[config.mk]
export PLATFORM = sky130hd
export DESIGN_NAME = sorter_writeback_stream_buffer_flat
export DESIGN_NICKNAME = d
export VERILOG_FILES = /design/src/rtl/sorter_writeback_stream_buffer_if.sv /design/src/rtl/sorter_writeback_stream_buffer.sv /design/src/flat_wrapper.sv
export SDC_FILE = /design/constraint.sdc
export NUM_CORES = 1
export LEC_CHECK = 0
export CORE_MARGIN = 1.5
export CORE_UTILIZATION = 42
export CTS_CLUSTER_DIAMETER = 120
export DETAILED_ROUTE_END_ITERATION = 7
export SETUP_SLACK_MARGIN = 0.5
export SYNTH_ARGS = -nofsm -noshare
export SYNTH_HDL_FRONTEND = slang
export SYNTH_SLANG_ARGS = --single-unit
[constraint.sdc]
create_clock -name clock -period 5.78 [get_ports clock]
set_clock_uncertainty 0.15 [all_clocks]
set_input_delay 1.734 -clock clock [delete_from_list [all_inputs] [get_ports clock]]
set_output_delay 1.734 -clock clock [all_outputs]
set_load 0.02 [all_outputs]
[src/rtl/sorter_writeback_stream_buffer_if.sv]
// Stream handshake bundle carrying merged words from the merge network
// into the writeback buffer. The producer drives data/valid, the consumer
// answers with ready.
interface axi_stream #(
  parameter int DATA_WIDTH = 32
);
  logic [DATA_WIDTH-1:0] data;
  logic                  valid;
  logic                  ready;

  modport master (output data, output valid, input ready);
  modport slave  (input data, input valid, output ready);
endinterface

[src/rtl/sorter_writeback_stream_buffer.sv]
// Sorter writeback stage with an internal circular FIFO. Merged words are
// buffered as they arrive, and on start a chunk of them is written into the
// result memory, ascending or descending from a base address. The stage
// stalls whenever the buffer runs dry.
module sorter_writeback_stream_buffer #(
  parameter int DATA_WIDTH = 32,
  parameter int ADDR_WIDTH = 16,
  parameter int FIFO_DEPTH = 32
) (
  input  logic                          clock,
  input  logic                          reset,
  input  logic                          start,
  input  logic [ADDR_WIDTH-1:0]         chunk_size,
  input  logic [ADDR_WIDTH-1:0]         base_address,
  input  logic                          descending,
  axi_stream.slave                      input_data,
  output logic [DATA_WIDTH-1:0]         write_data,
  output logic [ADDR_WIDTH-1:0]         write_addr,
  output logic                          write_enable,
  output logic                          busy,
  output logic                          writeback_done,
  output logic [$clog2(FIFO_DEPTH):0]   fifo_level
);

  localparam int PTR_W = $clog2(FIFO_DEPTH);

  typedef enum logic [1:0] {IDLE, WRITING, DONE} state_t;

  state_t                state, state_next;
  logic [DATA_WIDTH-1:0] mem [FIFO_DEPTH];
  logic [PTR_W:0]        wr_ptr, rd_ptr;
  logic                  full, empty, push, pop, accept, last_word;
  logic [ADDR_WIDTH-1:0] chunk_reg, base_reg, offset;
  logic                  desc_reg;

  // The extra pointer bit tells a full buffer apart from an empty one.
  assign full  = (wr_ptr[PTR_W] != rd_ptr[PTR_W]) &&
                 (wr_ptr[PTR_W-1:0] == rd_ptr[PTR_W-1:0]);
  assign empty = (wr_ptr == rd_ptr);
  assign push  = input_data.valid && !full;

  assign input_data.ready = !full;
  assign fifo_level       = wr_ptr - rd_ptr;
  assign last_word        = (offset == chunk_reg - ADDR_WIDTH'(1));

  // Next-state logic: accept start only when fully idle, pop whenever writing with data.
  always_comb begin
    state_next = state;
    pop        = 1'b0;
    accept     = 1'b0;
    case (state)
      IDLE: begin
        if (start && !busy) begin
          accept     = 1'b1;
          state_next = (chunk_size == '0) ? DONE : WRITING;
        end
      end
      WRITING: begin
        if (!empty) begin
          pop = 1'b1;
          if (last_word) state_next = DONE;
        end
      end
      DONE:    state_next = IDLE;
      default: state_next = IDLE;
    endcase
  end

  // State register.
  always_ff @(posedge clock) begin
    if (reset) state <= IDLE;
    else       state <= state_next;
  end

  // Buffer storage; contents need no reset because the pointers define validity.
  always_ff @(posedge clock) begin
    if (push) mem[wr_ptr[PTR_W-1:0]] <= input_data.data;
  end

  // Buffer pointers; push and pop in the same cycle both take effect.
  always_ff @(posedge clock) begin
    if (reset) begin
      wr_ptr <= '0;
      rd_ptr <= '0;
    end else begin
      if (push) wr_ptr <= wr_ptr + (PTR_W+1)'(1);
      if (pop)  rd_ptr <= rd_ptr + (PTR_W+1)'(1);
    end
  end

  // Writeback datapath: latch the job on start, register each popped word with its address.
  always_ff @(posedge clock) begin
    if (reset) begin
      write_enable   <= 1'b0;
      write_addr     <= '0;
      write_data     <= '0;
      writeback_done <= 1'b0;
      busy           <= 1'b0;
      chunk_reg      <= '0;
      base_reg       <= '0;
      desc_reg       <= 1'b0;
      offset         <= '0;
    end else begin
      write_enable   <= pop;
      writeback_done <= (state == DONE);
      if (accept) begin
        chunk_reg <= chunk_size;
        base_reg  <= base_address;
        desc_reg  <= descending;
        offset    <= '0;
        busy      <= 1'b1;
      end else if (writeback_done) begin
        busy <= 1'b0;
      end
      if (pop) begin
        write_data <= mem[rd_ptr[PTR_W-1:0]];
        write_addr <= desc_reg ? (base_reg + chunk_reg - ADDR_WIDTH'(1) - offset)
                               : (base_reg + offset);
        offset     <= offset + ADDR_WIDTH'(1);
      end
    end
  end

endmodule

[src/flat_wrapper.sv]
// flat-port wrapper written by rule: the top's interface ports become plain ports
module sorter_writeback_stream_buffer_flat 
#(
  parameter int DATA_WIDTH = 32,
  parameter int ADDR_WIDTH = 16,
  parameter int FIFO_DEPTH = 32
)
  (clock, reset, start, chunk_size, base_address, descending, write_data, write_addr, write_enable, busy, writeback_done, fifo_level, input_data_data, input_data_valid, input_data_ready);
  axi_stream #(.DATA_WIDTH(DATA_WIDTH)) input_data_i ();
  input  logic clock;
  input  logic reset;
  input  logic start;
  input  logic [ADDR_WIDTH-1:0] chunk_size;
  input  logic [ADDR_WIDTH-1:0] base_address;
  input  logic descending;
  output logic [DATA_WIDTH-1:0] write_data;
  output logic [ADDR_WIDTH-1:0] write_addr;
  output logic write_enable;
  output logic busy;
  output logic writeback_done;
  output logic [$clog2(FIFO_DEPTH):0] fifo_level;
  input wire logic [$bits(input_data_i.data)-1:0] input_data_data;
  input wire logic [$bits(input_data_i.valid)-1:0] input_data_valid;
  output wire logic [$bits(input_data_i.ready)-1:0] input_data_ready;
  assign input_data_i.data = input_data_data;
  assign input_data_i.valid = input_data_valid;
  assign input_data_ready = input_data_i.ready;
  sorter_writeback_stream_buffer #(.DATA_WIDTH(DATA_WIDTH), .ADDR_WIDTH(ADDR_WIDTH), .FIFO_DEPTH(FIFO_DEPTH)) u_core (.clock(clock), .reset(reset), .start(start), .chunk_size(chunk_size), .base_address(base_address), .descending(descending), .input_data(input_data_i), .write_data(write_data), .write_addr(write_addr), .write_enable(write_enable), .busy(busy), .writeback_done(writeback_done), .fifo_level(fifo_level));
endmodule
# [Word-level counts from Yosys, hierarchy flattened]
# Memory sizes are Yosys's and may differ from the RTL's. A register that Yosys moved wholly into a read port is not among the register bits.
# Cells that the tools add are included.
[totals] wordCells=56 out_inout_bits=58 ff_bits=82 ramBits=1024 mem_count=1 input_bits=69
[memory_table] name="u_core.mem" depth=32 width=32 rd=1 rd_clocked_by_memory_dff=1 wr=1 line_no="sorter_writeback_stream_buffer.sv:30" text="logic [DATA_WIDTH-1:0] mem [FIFO_DEPTH];"
[classes] add_sub_neg=9 reduce_logical=10 n_mux=16 n_eq_ne=9
[op_table] operator="$mux W16" n=3
[op_table] operator="$add A16 B16 Y16" n=2
[op_table] operator="$sub A16 B1 Y16 const B" n=2
[op_table] operator="$add A16 B1 Y16 const B" n=1
[op_table] operator="$eq A16 B16 Y1" n=1
[op_table] operator="$logic_not A16 Y1" n=1
[op_table] operator="$sub A16 B16 Y16" n=1
[op_table] operator="$add A6 B1 Y6 const B" n=2
[op_table] operator="$mux W1" n=8
[op_table] operator="$mux W2" n=4
[op_table] operator="$eq A6 B6 Y1" n=1
[op_table] operator="$sub A6 B6 Y6" n=1
[op_table] operator="$eq A5 B5 Y1" n=1
[op_table] operator="$ne A2 B1 Y1 const B" n=2
[op_table] operator="$pmux W2 S2" n=1
[op_table] operator="$reduce_bool A2 Y1" n=2
[op_table] operator="$logic_and A1 B1 Y1" n=3
[op_table] operator="$reduce_and A3 Y1" n=1
[op_table] operator="$eq A2 B1 Y1 const B" n=1
[op_table] operator="$eq A2 B2 Y1 const B" n=1
[op_table] operator="$logic_not A1 Y1" n=2
[op_table] operator="$logic_not A2 Y1" n=1
[op_table] operator="$ne A2 B2 Y1 const B" n=1
[op_table] operator="$ne A1 B1 Y1" n=1

# [Longest topological paths before layout]
[depth] depth_word=6 mapped_depth=13 mapped_depth_nobuf=13

# [Worst setup path after synthesis]
# No wires, ideal clock.
[synth_path] path_type="register to register" from="reg u_core.rd_ptr[2]" to="mem u_core.mem[28][0] (enable)" setup_ns=0.421 t_arrival_ns=3.775 path_buffers=3 setup_slack_ns=1.433 synth_period_minus_slack_ns=4.347 stages_incl_launch_ff=11 required_ns=5.209 cell_sequence="dfxtp_1 buf_1 clkbuf_1 inv_1 ha_1 nand3_1 or3b_1 and2_1 buf_2 nand2_1 nor2_1"
[synth_via] elab_chain_cells=6
[synth_lines] item="start, declared" line_no="sorter_writeback_stream_buffer.sv:31" text="logic [PTR_W:0] wr_ptr, rd_ptr;"
[synth_lines] item="start signal, assigned" line_no="sorter_writeback_stream_buffer.sv:87" text="if (pop) rd_ptr <= rd_ptr + (PTR_W+1)'(1);"
[synth_lines] item="$eq A5 B5 Y1" line_no="sorter_writeback_stream_buffer.sv:38" text="(wr_ptr[PTR_W-1:0] == rd_ptr[PTR_W-1:0]);"
[synth_lines] item="$logic_and A1 B1 Y1" line_no="sorter_writeback_stream_buffer.sv:37" text="assign full = (wr_ptr[PTR_W] != rd_ptr[PTR_W]) &&"
[synth_lines] item="$logic_not A1 Y1"
[synth_lines] item="net input_data_ready" line_no="flat_wrapper.sv:24" text="output wire logic [$bits(input_data_i.ready)-1:0] input_data_ready;"
[synth_lines] item="$logic_and A1 B1 Y1" line_no="sorter_writeback_stream_buffer.sv:40" text="assign push = input_data.valid && !full;"
[synth_lines] item="$mux W1" line_no="sorter_writeback_stream_buffer.sv:77" text="if (push) mem[wr_ptr[PTR_W-1:0]] <= input_data.data;"
[synth_lines] item="$mux W1 (implied by the code)" line_no="sorter_writeback_stream_buffer.sv:77"
[synth_lines] item="end, declared" line_no="sorter_writeback_stream_buffer.sv:30"
# The timed path passes the listed nets, and every way through them passes these cells.

# [Final worst setup path]
[layout_path] from="reg u_core.wr_ptr[2]" to="out fifo_level[5]"
[layout_via] elab_chain_cells=1
[layout_lines] item="start, declared" line_no="sorter_writeback_stream_buffer.sv:31"
[layout_lines] item="start signal, assigned" line_no="sorter_writeback_stream_buffer.sv:86" text="if (push) wr_ptr <= wr_ptr + (PTR_W+1)'(1);"
[layout_lines] item="$sub A6 B6 Y6" line_no="sorter_writeback_stream_buffer.sv:43" text="assign fifo_level = wr_ptr - rd_ptr;"
[layout_lines] item="end, declared" line_no="flat_wrapper.sv:21" text="output logic [$clog2(FIFO_DEPTH):0] fifo_level;"
# No other way between the ends.

==> results.toml <==
[timing]
slew_violations = 0
fin_ws_ns = 0.745
finalHoldViolCount = 0
slew_headroom_pct = 4.52
setup_viol = 0
period_minus_slack_ns = 5.04
tightest_slew_ns = 1.43
fin_tns_setup_ns = 0
max_freq_mhz = 199
period_share_pct = 87.1
rsz0062_at_grt = "false"

[route]
vias = 23675
ant_nets = 0
wirelength_um = 113000
first_pass_iters = 7
wl_per_cell_um = 27.0
routed_via_density = 5.64
drc = 0
drt-initial-drc-count = 2421

[synth]
synth_area_leaders = "edfxtp_1 66%, mux4_2 16%, dfxtp_1 4.9%, ha_1 1.5%, nand2_1 1.4%"
synth_area_mm2 = 0.0463
synth_top_area_cell = "edfxtp_1"
seq_area_frac_synth_pct = 71.3
syn_nets = 2586
synth_flop_cell = "edfxtp_1"
yosys_warnings = 0
synth_top_area_share_pct = 66.4
synthArstFlopShare_pct = 0
synthCells = 2443
synth_enable_flop_cells = 1024
syn_area_per_cell_um2 = 19.0
ys_seq_elements = 1138
ys_types = 75

[power_and_ir_drop]
cell_internal_pwr_uw = 14100
vdd_drop_max_uv = 325
p_switching_uw = 4130
combPwrFrac_pct = 8.9
swShare_pct = 22.6
leakagePower_uw = 0.0166
p_per_area_mw_per_mm2 = 342
p_clk_share_pct = 40.9
p_seq_share_pct = 50.2

[finish]
area_growth_pct = 15.2
largest_reg_flops = 1024
layout.nets = 2762
fill_cells = 8881
utilization_pct = 48.9
stdcell_count = 4196
mostFrequentLayoutCells = "1024 x edfxtp_1, 320 x mux4_2, 168 x nand2_1"
layout.cells.most_common = "edfxtp_1"
drive_gt1_share_pct = 22.8

[status]
status = "completed"

[die]
core.rowCount = 121
io_pins = 127
coreArea_mm2 = 0.109
dieHeight_um = 335
die_x_um = 335
die_area_mm2 = 0.112
start_util_pct = 42.4

[critical_path]
worstRegToRegCells = 7
critPathLaunchType = "flop"
max_stage_delay_ns = 0.66
cpMaxStageDelayCell = "clkdlybuf4s50_1"
critPathKind = "flop to primary output"
worstPathCellList = "ha_1 > o21ai_0 > nand2b_1 > a21o_1 > a21oi_1 > xor2_1 > clkdlybuf4s50_1"
worstPathArrival_ns = 3.15
critPathRequiredTime_ns = 3.90
path_max_fanout = 11
reg2reg_to = "u_core.write_data[28]"
cp-end-kind = "primary output"
r2r_start = "u_core.rd_ptr[1]"
ff2ff_setup_slack_ns = 1.35

[global_routing]
grt_start_max_net_pins = 109
grt_pass1_wl_um = 166000
grt_util_met3_pct = 4.07
track_usage_pct = 20.4
grt_antenna_before_repair = 7
use_met1_pct = 28.2
groute.layer.met2.usage_pct = 32.9
grt_overflow_total = 0
grt.busiest_layer = "met2"
grt_pass1_vias = 24447

[min_path]
hold_end = "u_core.write_addr[0]"
hold_class = "flop to flop"
min-delay-start = "u_core.write_addr[0]"
min_path_cells = 2

[clock_network]
hold_buffers = 0
postCtsSetupBuffers = 0
root_buffer = "clkbuf_16"
cts_tree = "yes"
clock-sinks = 1138
clk_path_buf_depth = 3
clk_pin_slew_ns = 0.06
cts_made_buffers = 113
h-tree-depth = 3
ctsResizeCount = 0
clkLatencyLatePin_ns = 0.72

[run]
maxCapViolCount = 0

[placed_design]
gp_congestion = 0.848
hpwlAfterDp_um = 68400
pre_cts_ws_ns = 0.996
port_buffers = 126
dpl.cell_count = 3980
[routing by layer]
metal	wire length (um)	vias up
li1	-	10125
met3	7480	161
met5	41	-
met2	54600	812
met4	2880	6
met1	48400	12571
[stage by stage]
| step | hold WS (ns) | total power, uW | instance area (um^2) |
|---|---|---|---|
| 2_1_floorplan | 0.299 | 10400 | 46300 |
| 5_1_grt | 0.343 | 18800 | 53300 |
| 3_5_place_dp | 0.303 | 11000 | 49500 |
| 3_3_place_gp | 0.297 | 10900 | 49500 |
| 4_1_cts | 0.311 | 18400 | 53300 |
| 6_report | 0.307 | 18200 | 53300 |
[final cells by class]
class                      instances  area, um^2  share of cell area, %
tap                             1476        1850                   3.46
sequential                      1138       33000                   61.9
timing repair buffer             187        1850                   3.47
antenna                            1        2.50                0.00469
clock buffer                     150        3080                   5.77
inverter                          94         355                  0.666
clock inverter                    65         737                   1.38
multi-input combinational       1085       12400                   23.3
[worst max-delay path by stage]
stage / end / startpoint / cells past startpoint / slack, ns
floorplan: u_core.mem[28][0] / u_core.rd_ptr[2] / 10 / 1.43
global placement: u_core.mem[5][28] / input_data_valid / 5 / 1.05
detailed placement: u_core.mem[5][24] / input_data_valid / 5 / 1.0
CTS: fifo_level[5] / u_core.wr_ptr[2] / 7 / 0.71
global route: fifo_level[5] / u_core.wr_ptr[2] / 7 / 0.60
finish: fifo_level[5] / u_core.wr_ptr[2] / 7 / 0.74
[worst max-delay path: cells and delay by family (launching register included)]
kind | cells | cell delay, ns
fa+ha+maj | 1 | 0.35
flops | 1 | 0.56
xor+xnor | 1 | 0.28
compound gates | 3 | 0.46
buf+inv | 1 | 0.66
simple gates | 1 | 0.12
[power by group through the flow]
stage               Combinational, uW  Clock [uW]  Sequential [uW]
floorplan                        1070           0             9320
detailed placement               1650           0             9330
CTS                              1650        7590             9150
global placement                 1620           0             9330
global route                     1770        7900             9160
finish                           1630        7450             9160
[kinds of logic (layout without fill, tap and decap cells)]
kind of cell    count (synthesis)  in the layout  synth area share, %
flops                        1138           1138                 71.3
compound gates                206            206                 3.00
buf+inv                       220            496                 2.34
fa+ha+maj                      74             74                 2.29
mux                           327            327                 15.7
other cells                     0              1                    0
xor+xnor                       54             54                 1.04
simple gates                  424            424                 4.27
[cells in the mapped netlist (3+ instances only)]
library cell,instances
edfxtp_1,1024
mux4_2,320
nand2_1,168
nor2_1,133
dfxtp_1,114
inv_1,91
a21oi_1,78
ha_1,56
clkbuf_1,55
buf_2,37
a311oi_1,35
xnor2_1,32
buf_6,26
nand3_1,24
o21ai_0,23
xor2_1,21
fa_1,18
nor3_1,18
a211oi_1,15
nand4_1,10
nor2b_1,10
nand2b_1,9
o211ai_1,9
o21a_1,8
or3_1,7
a21o_1,6
a211o_1,5
a31oi_1,5
and3_1,5
buf_1,5
nor4_1,5
or4_1,5
mux2_2,4
and2_1,3
nand3b_1,3
nor3b_1,3
nor4_2,3
o21bai_1,3
o31ai_1,3
No activity file was read; power rests on OpenSTA's default activity.
